===== src/rtl/spi_target_regs_pkg.sv =====
// ---------------------------------------------------------------------------
// spi_target_pkg
// Shared types and constants for the SPI mode-0 register target.
//   state_t   : transaction state (IDLE, CMD, DATA)
//   dbg_t     : debug snapshot of the target's internal state
//   reg_read  : returns the byte the target would shift out for an address
// ---------------------------------------------------------------------------
package spi_target_pkg;

  localparam int ADDR_W      = 4;
  localparam int CMD_RW_BIT  = 7;
  localparam int NUM_CTRL    = 8;
  localparam int NUM_STATUS  = 8;
  localparam int STATUS_BASE = 8;

  typedef enum logic [1:0] {
    IDLE = 2'd0,
    CMD  = 2'd1,
    DATA = 2'd2
  } state_t;

  typedef struct packed {
    state_t              state;
    logic [2:0]          bit_cnt;
    logic [ADDR_W-1:0]   addr;
    logic                rd;
    logic                sclk_q;
    logic                ss_n_q;
  } dbg_t;

  // Byte idx of a 64-bit little-endian byte vector.
  function automatic logic [7:0] byte_sel(input logic [63:0] v,
                                          input logic [2:0]  idx);
    byte_sel = v[{idx, 3'b000} +: 8];
  endfunction

  // Addresses 0..7 are control bytes, 8..15 are status bytes; the
  // status window starts at STATUS_BASE = 8, so bit 3 selects it.
  function automatic logic [7:0] reg_read(input logic [ADDR_W-1:0]     addr,
                                          input logic [NUM_CTRL*8-1:0]   ctrl,
                                          input logic [NUM_STATUS*8-1:0] status);
    if (addr[3]) reg_read = byte_sel(status, addr[2:0]);
    else         reg_read = byte_sel(ctrl, addr[2:0]);
  endfunction

endpackage


===== src/rtl/spi_target_regs_if.sv =====
// ---------------------------------------------------------------------------
// spi_target_regs_if
// SPI pin bundle between the SoC SPI master (spi_0) and the fabric target.
//   spi_sclk    : serial clock, idle low (CPOL=0)
//   spi_mosi    : master-out data, MSB first, changes on SCLK fall
//   spi_ss_n    : active-low select, framing one transaction
//   spi_miso    : target-out data, 0 when not selected
//   spi_miso_oe : target output enable, high while selected
// Transfer semantics: there is no valid/ready pair on this bus. A bit is
// valid on MOSI/MISO at every SCLK rise while SS_n is low; the target can
// never stall the master, so the master alone paces every transfer.
// ---------------------------------------------------------------------------
interface spi_target_regs_if;
  logic spi_sclk;
  logic spi_mosi;
  logic spi_ss_n;
  logic spi_miso;
  logic spi_miso_oe;

  modport master (
    output spi_sclk, spi_mosi, spi_ss_n,
    input  spi_miso, spi_miso_oe
  );

  modport slave (
    input  spi_sclk, spi_mosi, spi_ss_n,
    output spi_miso, spi_miso_oe
  );
endinterface


===== src/rtl/spi_target_regs_sync_edge.sv =====
// ---------------------------------------------------------------------------
// spi_sync_edge
// Multi-flop synchronizer for an asynchronous pin, followed by one more
// register that serves as the synchronized level and as the reference for
// edge detection. Output level and edge pulses all appear STAGES+1 clocks
// after the pin changes.
//   clk, reset : system clock, async active-high reset
//   i_d        : asynchronous input pin
//   o_q        : synchronized, registered level
//   o_rise     : one-cycle pulse on a 0->1 transition
//   o_fall     : one-cycle pulse on a 1->0 transition
// Parameters: STAGES (>= 2, smaller values are raised to 2), RESET_VAL.
// ---------------------------------------------------------------------------
module spi_sync_edge #(
  parameter int   STAGES    = 2,
  parameter logic RESET_VAL = 1'b0
) (
  input  logic clk,
  input  logic reset,
  input  logic i_d,
  output logic o_q,
  output logic o_rise,
  output logic o_fall
);

  localparam int N = (STAGES < 2) ? 2 : STAGES;

  logic [N-1:0] r_sync;
  logic         r_q;
  logic         r_rise;
  logic         r_fall;

  always_ff @(posedge clk or posedge reset) begin
    if (reset) begin
      r_sync <= {N{RESET_VAL}};
      r_q    <= RESET_VAL;
      r_rise <= 1'b0;
      r_fall <= 1'b0;
    end else begin
      r_sync <= {r_sync[N-2:0], i_d};
      r_q    <= r_sync[N-1];
      // Pulses are registered alongside r_q so level and edge line up.
      r_rise <=  r_sync[N-1] & ~r_q;
      r_fall <= ~r_sync[N-1] &  r_q;
    end
  end

  assign o_q    = r_q;
  assign o_rise = r_rise;
  assign o_fall = r_fall;

endmodule


===== src/rtl/spi_target_regs.sv =====
// ---------------------------------------------------------------------------
// spi_target_regs
// SPI mode-0 target exposing eight R/W control bytes (addresses 0..7) and
// eight read-only status bytes (addresses 8..15) to the SoC SPI master.
// Transaction: command byte (bit 7 = read, bits 3:0 = start address), then
// data bytes until SS_n rises.
//
// Ports:
//   clk, reset   : system clock (>= 8x SCLK), async active-high reset
//   spi          : SPI pins (slave modport of spi_target_regs_if)
//   status_in    : status bytes, register 8+k = status_in[8k+7:8k]
//   ctrl_out     : control bytes, register k = ctrl_out[8k+7:8k]
//   wr_strobe    : one-cycle pulse when a control byte is written
//   wr_addr      : address of that byte, valid with wr_strobe
//   busy         : synchronized select active
//   o_dbg        : internal state snapshot (FSM state, bit count, address)
//
// Build option: define SPI_TARGET_AUTOINC_EN to advance the address by one
// after each data byte (wrapping 15 -> 0). Without it the address stays at
// the command's start address for the whole transaction.
// ---------------------------------------------------------------------------
module spi_target_regs
  import spi_target_pkg::*;
#(
  parameter int SYNC_STAGES = 2
) (
  input  logic                  clk,
  input  logic                  reset,
  spi_target_regs_if.slave      spi,
  input  logic [NUM_STATUS*8-1:0] status_in,
  output logic [NUM_CTRL*8-1:0] ctrl_out,
  output logic                  wr_strobe,
  output logic [2:0]            wr_addr,
  output logic                  busy,
  output dbg_t                  o_dbg
);

  localparam int SYNC_N = (SYNC_STAGES < 2) ? 2 : SYNC_STAGES;

  // ---------------- pin synchronization ----------------
  logic w_sclk_q, w_sclk_rise, w_sclk_fall;
  logic w_ss_q, w_ss_rise, w_ss_fall;
  logic w_mosi;

  spi_sync_edge #(
    .STAGES    (SYNC_N),
    .RESET_VAL (1'b0)
  ) u_sclk_sync (
    .clk    (clk),
    .reset  (reset),
    .i_d    (spi.spi_sclk),
    .o_q    (w_sclk_q),
    .o_rise (w_sclk_rise),
    .o_fall (w_sclk_fall)
  );

  // SS_n resets to the "selected" level so that a select held low across
  // reset produces no fall pulse: the target waits for a genuinely new
  // transaction. If the pin is high, the resulting rise pulse is harmless.
  spi_sync_edge #(
    .STAGES    (SYNC_N),
    .RESET_VAL (1'b0)
  ) u_ss_sync (
    .clk    (clk),
    .reset  (reset),
    .i_d    (spi.spi_ss_n),
    .o_q    (w_ss_q),
    .o_rise (w_ss_rise),
    .o_fall (w_ss_fall)
  );

  // MOSI needs no edge detection; one extra flop keeps it aligned with
  // the SCLK rise pulse so the sampled bit is the one present at the rise.
  logic [SYNC_N:0] r_mosi_sync;

  always_ff @(posedge clk or posedge reset) begin
    if (reset) r_mosi_sync <= '0;
    else       r_mosi_sync <= {r_mosi_sync[SYNC_N-1:0], spi.spi_mosi};
  end

  assign w_mosi = r_mosi_sync[SYNC_N];

  // ---------------- FSM ----------------
  state_t r_state;
  state_t w_state_nxt;

  logic [2:0]          r_bit_cnt;
  logic [6:0]          r_rx;
  logic [7:0]          r_tx;
  logic [ADDR_W-1:0]   r_addr;
  logic                r_rd;
  logic [NUM_CTRL*8-1:0] r_ctrl;
  logic                r_wr_strobe;
  logic [2:0]          r_wr_addr;

  logic                w_byte_done;
  logic [7:0]          w_rx_byte;
  logic [ADDR_W-1:0]   w_addr_nxt;
  logic                w_ctrl_hit;
  logic [7:0]          w_load_cmd;
  logic [7:0]          w_load_data;
  logic                w_busy;

  always_ff @(posedge clk or posedge reset) begin
    if (reset) r_state <= IDLE;
    else       r_state <= w_state_nxt;
  end

  always_comb begin
    w_state_nxt = r_state;
    w_byte_done = (r_state != IDLE) && w_sclk_rise && (r_bit_cnt == 3'd7);
    // Select edges override everything: a rise aborts any partial byte.
    if (w_ss_rise) begin
      w_state_nxt = IDLE;
    end else if (w_ss_fall) begin
      w_state_nxt = CMD;
    end else begin
      case (r_state)
        CMD:     if (w_byte_done) w_state_nxt = DATA;
        default: w_state_nxt = r_state;
      endcase
    end
  end

  // ---------------- datapath helpers ----------------
  always_comb begin
    w_rx_byte   = {r_rx, w_mosi};
`ifdef SPI_TARGET_AUTOINC_EN
    w_addr_nxt  = r_addr + ADDR_W'(1);
`else
    w_addr_nxt  = r_addr;
`endif
    w_ctrl_hit  = (r_addr < ADDR_W'(STATUS_BASE));
    // A write command leaves the shifter at zero so MISO stays low.
    w_load_cmd  = w_rx_byte[CMD_RW_BIT] ?
                  reg_read(w_rx_byte[ADDR_W-1:0], r_ctrl, status_in) : 8'h00;
    // The next byte out comes from the address after this byte's advance.
    w_load_data = reg_read(w_addr_nxt, r_ctrl, status_in);
  end

  // ---------------- datapath registers ----------------
  always_ff @(posedge clk or posedge reset) begin
    if (reset) begin
      r_bit_cnt   <= 3'd0;
      r_rx        <= 7'd0;
      r_tx        <= 8'h00;
      r_addr      <= '0;
      r_rd        <= 1'b0;
      r_ctrl      <= '0;
      r_wr_strobe <= 1'b0;
      r_wr_addr   <= 3'd0;
    end else begin
      r_wr_strobe <= 1'b0;
      if (w_ss_rise) begin
        r_bit_cnt <= 3'd0;
        r_tx      <= 8'h00;
      end else if (w_ss_fall) begin
        r_bit_cnt <= 3'd0;
        r_rx      <= 7'd0;
        r_tx      <= 8'h00;
        r_addr    <= '0;
        r_rd      <= 1'b0;
      end else if (r_state != IDLE) begin
        if (w_sclk_rise) begin
          r_rx      <= w_rx_byte[6:0];
          r_bit_cnt <= r_bit_cnt + 3'd1;
          if (w_byte_done) begin
            if (r_state == CMD) begin
              r_rd   <= w_rx_byte[CMD_RW_BIT];
              r_addr <= w_rx_byte[ADDR_W-1:0];
              r_tx   <= w_load_cmd;
            end else begin
              if (!r_rd && w_ctrl_hit) begin
                r_ctrl[{r_addr[2:0], 3'b000} +: 8] <= w_rx_byte;
                r_wr_strobe <= 1'b1;
                r_wr_addr   <= r_addr[2:0];
              end
              r_addr <= w_addr_nxt;
              if (r_rd) r_tx <= w_load_data;
            end
          end
        end else if (w_sclk_fall && (r_bit_cnt != 3'd0)) begin
          // The fall right after a byte boundary (count 0) is skipped so
          // bit 7 of a freshly loaded byte stays on MISO until sampled.
          r_tx <= {r_tx[6:0], 1'b0};
        end
      end
    end
  end

  // ---------------- outputs ----------------
  // Gating with the synchronized level drops busy/MISO one clock earlier
  // than the state register would, right when SS_n is seen high.
  assign w_busy          = (r_state != IDLE) && !w_ss_q;
  assign busy            = w_busy;
  assign spi.spi_miso_oe = w_busy;
  assign spi.spi_miso    = w_busy & r_tx[7];
  assign ctrl_out        = r_ctrl;
  assign wr_strobe       = r_wr_strobe;
  assign wr_addr         = r_wr_addr;

  always_comb begin
    o_dbg         = '0;
    o_dbg.state   = r_state;
    o_dbg.bit_cnt = r_bit_cnt;
    o_dbg.addr    = r_addr;
    o_dbg.rd      = r_rd;
    o_dbg.sclk_q  = w_sclk_q;
    o_dbg.ss_n_q  = w_ss_q;
  end

endmodule


===== src/flat_wrapper.sv =====
// flat-port wrapper written by rule: the top's interface ports become plain ports
module spi_target_regs_flat import spi_target_pkg::*;
#(
  parameter int SYNC_STAGES = 2
)
  (clk, reset, status_in, ctrl_out, wr_strobe, wr_addr, busy, o_dbg, spi_spi_sclk, spi_spi_mosi, spi_spi_ss_n, spi_spi_miso, spi_spi_miso_oe);
  spi_target_regs_if spi_i ();
  input  logic clk;
  input  logic reset;
  input  logic [NUM_STATUS*8-1:0] status_in;
  output logic [NUM_CTRL*8-1:0] ctrl_out;
  output logic wr_strobe;
  output logic [2:0] wr_addr;
  output logic busy;
  output dbg_t o_dbg;
  input wire logic [$bits(spi_i.spi_sclk)-1:0] spi_spi_sclk;
  input wire logic [$bits(spi_i.spi_mosi)-1:0] spi_spi_mosi;
  input wire logic [$bits(spi_i.spi_ss_n)-1:0] spi_spi_ss_n;
  output wire logic [$bits(spi_i.spi_miso)-1:0] spi_spi_miso;
  output wire logic [$bits(spi_i.spi_miso_oe)-1:0] spi_spi_miso_oe;
  assign spi_i.spi_sclk = spi_spi_sclk;
  assign spi_i.spi_mosi = spi_spi_mosi;
  assign spi_i.spi_ss_n = spi_spi_ss_n;
  assign spi_spi_miso = spi_i.spi_miso;
  assign spi_spi_miso_oe = spi_i.spi_miso_oe;
  spi_target_regs #(.SYNC_STAGES(SYNC_STAGES)) u_core (.clk(clk), .reset(reset), .spi(spi_i), .status_in(status_in), .ctrl_out(ctrl_out), .wr_strobe(wr_strobe), .wr_addr(wr_addr), .busy(busy), .o_dbg(o_dbg));
endmodule

===== config.mk =====
export PLATFORM = sky130hd
export DESIGN_NAME = spi_target_regs_flat
export DESIGN_NICKNAME = d
export VERILOG_FILES = /design/src/rtl/spi_target_regs_pkg.sv /design/src/rtl/spi_target_regs_if.sv /design/src/rtl/spi_target_regs_sync_edge.sv /design/src/rtl/spi_target_regs.sv /design/src/flat_wrapper.sv
export SDC_FILE = /design/constraint.sdc
export NUM_CORES = 1
export LEC_CHECK = 0
export BUFFER_PORTS_ARGS = -buffer_cell sky130_fd_sc_hd__buf_2
export CORE_UTILIZATION = 56
export CTS_BUF_LIST = sky130_fd_sc_hd__clkbuf_8
export DETAILED_ROUTE_END_ITERATION = 6
export GPL_TIMING_DRIVEN = 1
export PLACE_DENSITY = 0.91
export SYNTH_ARGS = -nofsm -noshare
export SYNTH_HDL_FRONTEND = slang
export SYNTH_SLANG_ARGS = --single-unit

===== constraint.sdc =====
create_clock -name clk -period 4.4 [get_ports clk]
set_clock_uncertainty 0.15 [all_clocks]
set_input_delay 0.22 -clock clk [delete_from_list [all_inputs] [get_ports clk]]
set_output_delay 0.22 -clock clk [all_outputs]
set_load 0.02 [all_outputs]

==> results.sh, run 1 <==
export IMPL_status="finished, violations left"
export IMPL_violations="design-rule violations"
export IMPL_core_area_mm2=0.0110
export IMPL_die_y_um=109
export IMPL_cp_max_fo=34
export IMPL_power_density_mw_per_mm2=234
export IMPL_worstMarginPinSlew_ns=0.815
export IMPL_drc=2
export IMPL_path_delay_family="adder cells"
export IMPL_hold_depth=0
export IMPL_slowest_stage="ha_1"
export IMPL_arrival_ns=3.34
export IMPL_root_buffer="clkbuf_8"
export IMPL_hold_violations=0
export IMPL_cts_resized=0
export IMPL_wl_um=18400
export IMPL_nNetsFinal=688
export IMPL_crit_top_cell="ha_1"
export IMPL_htree_levels=3
export IMPL_dp_hpwl_um=13200
export IMPL_die_area_mm2=0.0120
export IMPL_cts_tree="yes"
export IMPL_row_count=38
export IMPL_num_io_pins=152
export IMPL_hold_buffers=4
export IMPL_r2r_end="u_core.ctrl_out[9]$_DFFE_PP0P_"
export IMPL_hold_path_endpoint="u_core.r_mosi_sync[2]$_DFF_PP0_"
export IMPL_post_cts_buffers=0
export IMPL_cp_required_ns=4.52
export IMPL_cpPeakStageDelay_ns=0.63
export IMPL_path_cells="buf_4 -> inv_2 -> ha_1 -> ha_1 -> nand2_1 -> nor2_2 -> mux2_2"
export IMPL_synth_seq_cells=106
export IMPL_grt_pass1_vias=5197
export IMPL_netlist_area_mm2=0.00647
export IMPL_area_delta_synth_final_pct=15.5
export IMPL_gr_usage_all_layers=0.323
export IMPL_synth_cells=481
export IMPL_worstSkewPairLatency_ns=0.39
export IMPL_drt_pass1_iterations=7
export IMPL_clock_sinks=106
export IMPL_post_route_min_period_ns=3.22
export IMPL_place_area_mm2=0.00723
export IMPL_clkSlewWorstSetupHoldPaths_ns=0.11
export IMPL_synth_area_per_cell_um2=13.4
export IMPL_grt_max_degree=67
export IMPL_vias=5246
export IMPL_setup_viol=0
export IMPL_ff2ff_setup_slack_ns=1.18
export IMPL_multiInputGateArea_mm2=0.00352
export IMPL_yosysWarnings=0
export IMPL_cts_buffers=9
export IMPL_ant_nets=0
export IMPL_finalMaxSlewViolations=0
export IMPL_period_share=0.731
export IMPL_antenna_cells=0
export IMPL_crit_type="reg -> reg"
export IMPL_drive_above_1_share=0.494
export IMPL_r2r_start="u_core.r_addr[0]$_DFFE_PP0P_"
export IMPL_grt_setup_unrepaired="no"
export IMPL_drt_initial_drc_count=598
export IMPL_grt_ovfl_total=0
export IMPL_wire_per_inst_um=24.2
export IMPL_fmax_mhz=311
export IMPL_fin_cells=759
export IMPL_hp_start="u_core.r_mosi_sync[1]$_DFF_PP0_"
export IMPL_seq_area_mm2=0.00266
export IMPL_die_width_um=109
export IMPL_hold_path_class="reg -> reg"
export IMPL_max_cap_violations=0
export IMPL_placedCellCount=739
export IMPL_cts_buffer_depth=2
export IMPL_viasPerCell=6.91
export IMPL_setup_worst_path_start_class="flip-flop"
export IMPL_p_leak_nw=3.54
export IMPL_start_util=0.586
export IMPL_peakVddDrop_v=0.000182
export IMPL_reg2reg_depth=7
export IMPL_relSlewSlack=0.456
export IMPL_gp_congestion=0.922
export IMPL_grt_pass1_wl_um=28300
export IMPL_yosys_cell_types_count=49
export IMPL_crit_buf_inv=2
export IMPL_setup_tns_ns=0
export IMPL_final_design_area_no_fill_mm2=0.00747
export IMPL_ys_seq_area_frac=0.410
export IMPL_cp_end_kind="flip-flop"
export IMPL_synth_nets=555
export IMPL_fillers=774
export IMPL_port_buffers=151
export IMPL_antenna_found_initial=0
[state kept, by name (all words and copies together) (netlist names), 3 cells and up]
| register | cells |
|---|---|
| u_core.r_addr | 4 |
| u_core.r_bit_cnt | 3 |
| u_core.r_mosi_sync | 3 |
| u_core.r_tx | 8 |
| u_core.wr_addr | 3 |
| u_core.ctrl_out | 64 |
| u_core.r_rx | 7 |
[how the worst max path moves through the flow]
stage | start | end | slack [ns] | depth (start not counted)
after floorplan | reset | u_core.ctrl_out[0]$_DFFE_PP0P_ | 1.24 | 1
after global placement | u_core.r_addr[0]$_DFFE_PP0P_ | u_core.ctrl_out[9]$_DFFE_PP0P_ | 1.38 | 7
after detailed placement | u_core.r_addr[0]$_DFFE_PP0P_ | u_core.ctrl_out[13]$_DFFE_PP0P_ | 1.25 | 7
after CTS | u_core.r_addr[0]$_DFFE_PP0P_ | u_core.ctrl_out[9]$_DFFE_PP0P_ | 1.21 | 7
after global routing | u_core.u_sclk_sync.o_rise$_DFF_PP0_ | u_core.ctrl_out[9]$_DFFE_PP0P_ | 1.05 | 7
final | u_core.r_addr[0]$_DFFE_PP0P_ | u_core.ctrl_out[9]$_DFFE_PP0P_ | 1.18 | 7
[kinds of logic after synthesis]
kind of cell | count (synthesis) | synth area share
adders and majority gates | 5 | 0.00967
muxes | 145 | 0.378
buffers and inverters | 57 | 0.0449
DFF | 106 | 0.410
and+or+nand+nor | 98 | 0.0807
xor gates and xnor gates | 1 | 0.00135
AOI/OAI and AO/OA | 69 | 0.0755
[layer usage]
metal	GRT usage	part of all wire
met5	0	0
met4	0.129	0.035
met3	0.0652	0.10
met2	0.515	0.50
met1	0.439	0.36
[cell usage after synthesis (all sizes together)]
library cell	instances	area, um2
dfrtp	106	2650
mux4	69	1610
mux2	61	687
nand2	44	165
buf	27	178
o21ai	18	90.1
inv	15	56.3
mux2i	15	150
nor2	15	68.8
clkbuf	14	52.6
a21oi	12	60.1
a22o	10	87.6
nor3	8	85.1
and2	7	43.8
nor2b	7	43.8
ha	5	62.6
nand3	5	25.0
a211oi	4	30.0
a221oi	4	35.0
o211ai	4	30.0
o32ai	4	35.0
a22oi	3	22.5
nand3b	3	22.5
o2111ai	3	32.5
a21o	2	15.0
a311oi	2	17.5
nand4	2	12.5
nor4	2	12.5
a41oi	1	16.3
and3b	1	8.76
and4b	1	10.0
clkinv	1	3.75
nand2b	1	6.26
o2bb2ai	1	8.76
o31ai	1	7.51
or2	1	6.26
or3	1	11.3
xnor2	1	8.76
[final cells by class]
type	instances	area share
clock inverter	5	0.00603
timing repair buffer	163	0.115
sequential	106	0.355
multi-input combinational	318	0.472
tap	140	0.0235
inverter	16	0.00838
clock buffer	11	0.0203
[power breakdown]
part / internal [mW] / total [mW] / leakage (nW) / switching, mW
Combinational: 0.0572 / 0.140 / 1.99 / 0.0826
Sequential: 0.983 / 1.00 / 1.45 / 0.0214
Clock: 0.245 / 0.602 / 0.0981 / 0.357
[stage by stage]
stage	setup WS (ns)	utilization	hold slack, ns	total power, mW
floorplan	1.24	-	0.101	1.10
global placement	1.38	0.656	0.180	1.15
detailed placement	1.25	0.656	0.180	1.16
CTS	1.21	0.677	0.217	1.74
global route	1.05	0.677	0.229	1.80
finish	1.18	0.677	0.216	1.75
[placed cells by master, fill, tap and decap left out, types with 5 or more instances in the layout]
| master | synthesis | routed |
|---|---|---|
| a21oi_1 | 12 | 12 |
| a22o_1 | 10 | 10 |
| and2_1 | 7 | 7 |
| buf_2 | 13 | 151 |
| buf_4 | 7 | 8 |
| clkbuf_8 | 0 | 11 |
| dfrtp_1 | 106 | 104 |
| ha_1 | 5 | 5 |
| inv_1 | 14 | 13 |
| mux2_2 | 61 | 61 |
| mux2i_1 | 15 | 15 |
| mux4_1 | 14 | 14 |
| mux4_2 | 55 | 55 |
| nand2_1 | 44 | 44 |
| nand3_1 | 5 | 5 |
| nor2_1 | 12 | 12 |
| nor2b_1 | 7 | 7 |
| o21ai_0 | 16 | 16 |
Note: power is estimated with default switching activity, not from simulation.
==> inputs of run 2 (changes only) <==
CORE_UTILIZATION = 51   (was 56)
PLACE_DENSITY = 0.87   (was 0.91)
clock period = 2.6 ns   (was 4.4 ns; I/O delays follow)
==> run 2 against run 1 <==
The run now ends clean. Combinational power rose by 94%. Final cell count rose by 6.7%. Die area increased by 9.6%. Global-route usage decreased by 1.2 points. Sequential power is 69% higher. Worst setup slack got worse by 1.1 ns. Critical endpoint is now u_core.ctrl_out[51]$_DFFE_PP0P_. Largest cell class unchanged.
==> results.sh, run 2 (synthesis results as in run 1) <==
export IMPL_status="finished, final reports clean"
export IMPL_port_buffers=151
export IMPL_hold_violations=0
export IMPL_setup_tns_ns=0
export IMPL_area_delta_synth_final_pct=19.0
export IMPL_post_route_min_period_ns=2.49
export IMPL_start_util=0.532
export IMPL_num_io_pins=152
export IMPL_row_count=40
export IMPL_gr_usage_all_layers=0.312
export IMPL_clock_sinks=106
export IMPL_grt_pass1_wl_um=30100
export IMPL_die_y_um=115
export IMPL_worstSkewPairLatency_ns=0.39
export IMPL_fin_cells=810
export IMPL_ff2ff_setup_slack_ns=0.11
export IMPL_htree_levels=3
export IMPL_final_common_cell="buf_2"
export IMPL_drive_above_1_share=0.512
export IMPL_max_cap_violations=0
export IMPL_p_leak_nw=3.65
export IMPL_cts_tree="yes"
export IMPL_startpoint="u_core.r_addr[1]$_DFFE_PP0P_"
export IMPL_core_area_mm2=0.0122
export IMPL_finalMaxSlewViolations=0
export IMPL_setup_worst_path_start_class="flip-flop"
export IMPL_drt_pass1_iterations=5
export IMPL_path_cells="inv_1 -> ha_1 -> ha_1 -> a211oi_1 -> nand2_1 -> nor3_4 -> buf_4 -> mux2_2"
export IMPL_placedCellCount=790
export IMPL_r2r_end="u_core.ctrl_out[51]$_DFFE_PP0P_"
export IMPL_wl_um=19400
export IMPL_vias=5348
export IMPL_reg2reg_depth=8
export IMPL_grt_pass1_vias=5295
export IMPL_drt_initial_drc_count=475
export IMPL_die_area_mm2=0.0131
export IMPL_die_width_um=115
export IMPL_ant_nets=0
export IMPL_cp_end_kind="flip-flop"
export IMPL_cpPeakStageDelay_ns=0.37
export IMPL_cts_resized=0
export IMPL_worstMarginPinSlew_ns=0.530
export IMPL_clkSlewWorstSetupHoldPaths_ns=0.10
export IMPL_fin_hold_ws_ns=0.177
export IMPL_peakVddDrop_v=0.000250
export IMPL_drc=0
export IMPL_slowest_stage="a211oi_1"
export IMPL_grt_ovfl_total=0
export IMPL_setup_viol=0
export IMPL_cts_buffer_depth=2
export IMPL_fin_util=0.633
export IMPL_nNetsFinal=711
export IMPL_crit_type="reg -> reg"
export IMPL_path_delay_family="adder cells"
export IMPL_pre_cts_ws_ns=0.187
export IMPL_grt_max_degree=41
export IMPL_wire_per_inst_um=24.0
export IMPL_cp_num_cells=8
export IMPL_endpoint="u_core.ctrl_out[51]$_DFFE_PP0P_"
export IMPL_root_buffer="clkbuf_8"
export IMPL_cp_required_ns=2.73
export IMPL_arrival_ns=2.62
export IMPL_cts_buffers=9
export IMPL_fmax_mhz=402
export IMPL_viasPerCell=6.60
export IMPL_antenna_cells=0
export IMPL_hold_path_class="in -> async"
export IMPL_power_density_mw_per_mm2=376
export IMPL_relSlewSlack=0.645
export IMPL_largest_reg_flops=64
export IMPL_most_common_layout_cells="buf_2, dfrtp_1, mux2_2"
export IMPL_antenna_found_initial=0
export IMPL_hold_buffers=4
export IMPL_gp_congestion=0.910
export IMPL_r2r_start="u_core.r_addr[1]$_DFFE_PP0P_"
export IMPL_grt_setup_unrepaired="no"
export IMPL_post_cts_buffers=0
export IMPL_period_share=0.957
export IMPL_crit_top_cell="ha_1"
export IMPL_crit_buf_inv=2
export IMPL_fin_ws_ns=0.112
export IMPL_dp_hpwl_um=14400
export IMPL_cp_max_fo=8
export IMPL_fillers=868
[run 2: cell types whose count changed in the layout (fill, tap and decap cells not counted), sizes merged]
| cell | before | now |
|---|---|---|
| clkinv | 3 | 2 |
| clkbuf | 11 | 9 |
| clkinvlp | 1 | 3 |
| buf | 159 | 182 |
| inv | 17 | 18 |
[run 2: worst min path at each step]
stage | to | slack (ns) | depth (start not counted)
final | u_core.r_bit_cnt[0]$_DFFE_PP0P_ | 0.18 | 3
after global routing | u_core.u_ss_sync.o_rise$_DFF_PP0_ | 0.22 | 3
after CTS | u_core.r_bit_cnt[0]$_DFFE_PP0P_ | 0.19 | 3
after detailed placement | u_core.r_bit_cnt[0]$_DFFE_PP0P_ | 0.05 | 2
after global placement | u_core.r_tx[6]$_DFFE_PP0P_ | 0.04 | 2
after floorplan | u_core.r_mosi_sync[0]$_DFF_PP0_ | 0.01 | 0
[run 2: power by group]
| group | internal, mW | switching [mW] |
|---|---|---|
| Sequential | 1.66 | 0.0234 |
| Combinational | 0.108 | 0.163 |
| Clock | 0.350 | 0.586 |
| Total | 2.12 | 0.773 |
[run 2: worst min-delay path: cells and delay by family]
| family | cells | cell delay, ns |
|---|---|---|
| buffers and inverters | 3 | 1.01 |
[run 2: final cells by class]
| cell class | count | area (um2) | share of cell area |
|---|---|---|---|
| inverters | 16 | 63.8 | 0.00829 |
| flip-flops and latches | 106 | 2660 | 0.345 |
| clock inverters | 7 | 48.8 | 0.00634 |
| clock buffers | 9 | 124 | 0.0161 |
| well taps | 168 | 210 | 0.0273 |
| multi-input cells | 318 | 3540 | 0.460 |
| repair buffers | 186 | 1050 | 0.137 |
[run 2: routing by layer]
metal / global-route usage / part of all wire / up-vias
met5: 0 / 0 / -
met3: 0.0593 / 0.082 / 88
met2: 0.510 / 0.49 / 408
met1: 0.411 / 0.38 / 2675
met4: 0.131 / 0.044 / 0
li1: - / - / 2177
[run 2: per-stage QoR]
stage               area (um2)  power (mW)
floorplan                 6480        1.85
global placement          7480        1.97
detailed placement        7480        1.98
CTS                       7690        2.90
global route              7690        2.99
finish                    7690        2.90
==> inputs of run 3 (changes only) <==
CORE_ASPECT_RATIO = 1.2   (was default)
CTS_CLUSTER_SIZE = 24   (was default)
==> run 3 against run 2 <==
Combinational power is 2% higher. Largest power group unchanged. Routed wire length down 2.4%. Global-route usage down 1.7 points. Worst hold slack worse by 0.035 ns. Utilization grew 0.24 points.
==> results.sh, run 3 (synthesis results as in run 1) <==
export IMPL_power_density_mw_per_mm2=379
export IMPL_hold_violations=0
export IMPL_seq_area_mm2=0.00266
export IMPL_pre_cts_ws_ns=0.166
export IMPL_port_buffers=151
export IMPL_ant_nets=0
export IMPL_grt_ovfl_total=0
export IMPL_finalMaxSlewViolations=0
export IMPL_fmax_mhz=403
export IMPL_fin_ws_ns=0.121
export IMPL_hold_path_class="in -> reg"
export IMPL_die_y_um=125
export IMPL_drt_pass1_iterations=5
export IMPL_clock_sinks=106
export IMPL_cp_num_cells=7
export IMPL_wire_per_inst_um=23.6
export IMPL_cts_buffer_depth=2
export IMPL_place_area_mm2=0.00754
export IMPL_wl_um=19000
export IMPL_viasPerCell=6.57
export IMPL_worstSkewPairLatency_ns=0.39
export IMPL_drive_above_1_share=0.515
export IMPL_setup_tns_ns=0
export IMPL_final_common_cell="buf_2"
export IMPL_crit_top_cell="ha_1"
export IMPL_p_int_mw=2.15
export IMPL_fin_cells=804
export IMPL_crit_type="reg -> reg"
export IMPL_start_util=0.529
export IMPL_row_count=44
export IMPL_peakVddDrop_v=0.000253
export IMPL_grt_pass1_wl_um=29300
export IMPL_antenna_cells=0
export IMPL_arrival_ns=2.60
export IMPL_cts_buffers=9
export IMPL_cp_required_ns=2.73
export IMPL_period_share=0.953
export IMPL_grt_max_degree=54
export IMPL_total_power_mw=2.94
export IMPL_most_common_layout_cells="buf_2, dfrtp_1, mux2_2"
export IMPL_gr_usage_all_layers=0.295
export IMPL_final_design_area_no_fill_mm2=0.00776
export IMPL_area_delta_synth_final_pct=20.0
export IMPL_fillers=924
export IMPL_path_delay_family="simple AND/OR/NAND/NOR gates"
export IMPL_path_cells="inv_2 -> ha_1 -> ha_1 -> a211oi_1 -> nand2_1 -> nor3_4 -> mux2_2"
export IMPL_nNetsFinal=712
export IMPL_core_area_mm2=0.0122
export IMPL_htree_levels=3
export IMPL_die_area_mm2=0.0131
export IMPL_relSlewSlack=0.505
export IMPL_grt_setup_unrepaired="no"
export IMPL_post_route_min_period_ns=2.48
export IMPL_p_seq_frac=0.574
export IMPL_gp_congestion=0.926
export IMPL_worstMarginPinSlew_ns=0.742
export IMPL_cts_tree="yes"
export IMPL_reg2reg_depth=7
export IMPL_antenna_found_initial=0
export IMPL_post_cts_buffers=0
export IMPL_grt_pass1_vias=5405
export IMPL_clkPwrFrac=0.332
export IMPL_clkSlewWorstSetupHoldPaths_ns=0.10
export IMPL_num_io_pins=152
export IMPL_setup_worst_path_start_class="flip-flop"
export IMPL_power_frac_comb=0.094
export IMPL_root_buffer="clkbuf_8"
export IMPL_max_cap_violations=0
export IMPL_status="finished, final reports clean"
export IMPL_largest_reg_flops=64
export IMPL_fin_util=0.635
export IMPL_p_leak_nw=3.67
export IMPL_hold_depth=6
export IMPL_dp_hpwl_um=13700
export IMPL_setup_viol=0
export IMPL_crit_buf_inv=1
export IMPL_cp_end_kind="flip-flop"
export IMPL_slowest_stage="dfrtp_1"
export IMPL_switching_share=0.267
export IMPL_vias=5283
export IMPL_cpPeakStageDelay_ns=0.42
export IMPL_placedCellCount=784
export IMPL_cp_max_fo=8
export IMPL_multiInputGateArea_mm2=0.00354
export IMPL_power_switching_mw=0.784
export IMPL_drt_initial_drc_count=443
export IMPL_die_width_um=105
export IMPL_drc=0
export IMPL_fin_hold_ws_ns=0.142
==> run 3: cell types whose count changed in the layout (fill, tap and decap cells not counted) <==
cell,before,now
buf_12,2,7
buf_4,29,25
clkbuf_8,9,10
clkinv_2,0,1
clkinv_4,1,0
inv_1,15,14
==> run 3: final cells by class <==
type                            instances  share of cell area
Clock buffer                           10              0.0177
Multi-Input combinational cell        318               0.456
Clock inverter                          6             0.00532
Tap cell                              161              0.0260
Sequential cell                       106               0.342
Inverter                               16             0.00822
Timing Repair Buffer                  187               0.145
==> run 3: worst min-delay path, delay by kind of cell <==
kind	cells	cell delay, ns
AOI/OAI and AO/OA	3	0.28
buffers and inverters	1	0.09
muxes	1	0.06
and+or+nand+nor	1	0.08
==> run 3: per-layer routing <==
| metal | GRT usage | wire length, um | share of wire |
|---|---|---|---|
| met1 | 0.360 | 6920 | 0.36 |
| met2 | 0.494 | 9730 | 0.51 |
| met3 | 0.0584 | 1460 | 0.077 |
| met4 | 0.158 | 857 | 0.045 |
| met5 | 0 | 0 | 0 |
==> run 3: timing repair <==
item,in CTS,in global routing
hold endpoints to repair,32,0
hold buffers,4,0
resized for setup,0,0
==> run 3: power by group through the flow <==
stage / sequential (mW) / clock, mW / combinational (mW)
2_1_floorplan: 1.71 / 0 / 0.144
3_3_place_gp: 1.72 / 0 / 0.258
3_5_place_dp: 1.72 / 0 / 0.268
4_1_cts: 1.69 / 0.981 / 0.274
5_1_grt: 1.69 / 1.03 / 0.296
6_report: 1.69 / 0.975 / 0.277
==> run 3: final timing paths <==
check,from,endpoint,slack (ns)
min,status_in[50],u_core.r_tx[2]$_DFFE_PP0P_,0.14
max,u_core.r_addr[0]$_DFFE_PP0P_,u_core.ctrl_out[50]$_DFFE_PP0P_,0.12
max reg2reg,u_core.r_addr[0]$_DFFE_PP0P_,u_core.ctrl_out[50]$_DFFE_PP0P_,0.12
min reg2reg,u_core.r_mosi_sync[0]$_DFF_PP0_,u_core.r_mosi_sync[1]$_DFF_PP0_,0.21
min in group asynchronous,reset,u_core.ctrl_out[12]$_DFFE_PP0P_,0.25
max in group asynchronous,reset,u_core.r_mosi_sync[2]$_DFF_PP0_,1.26
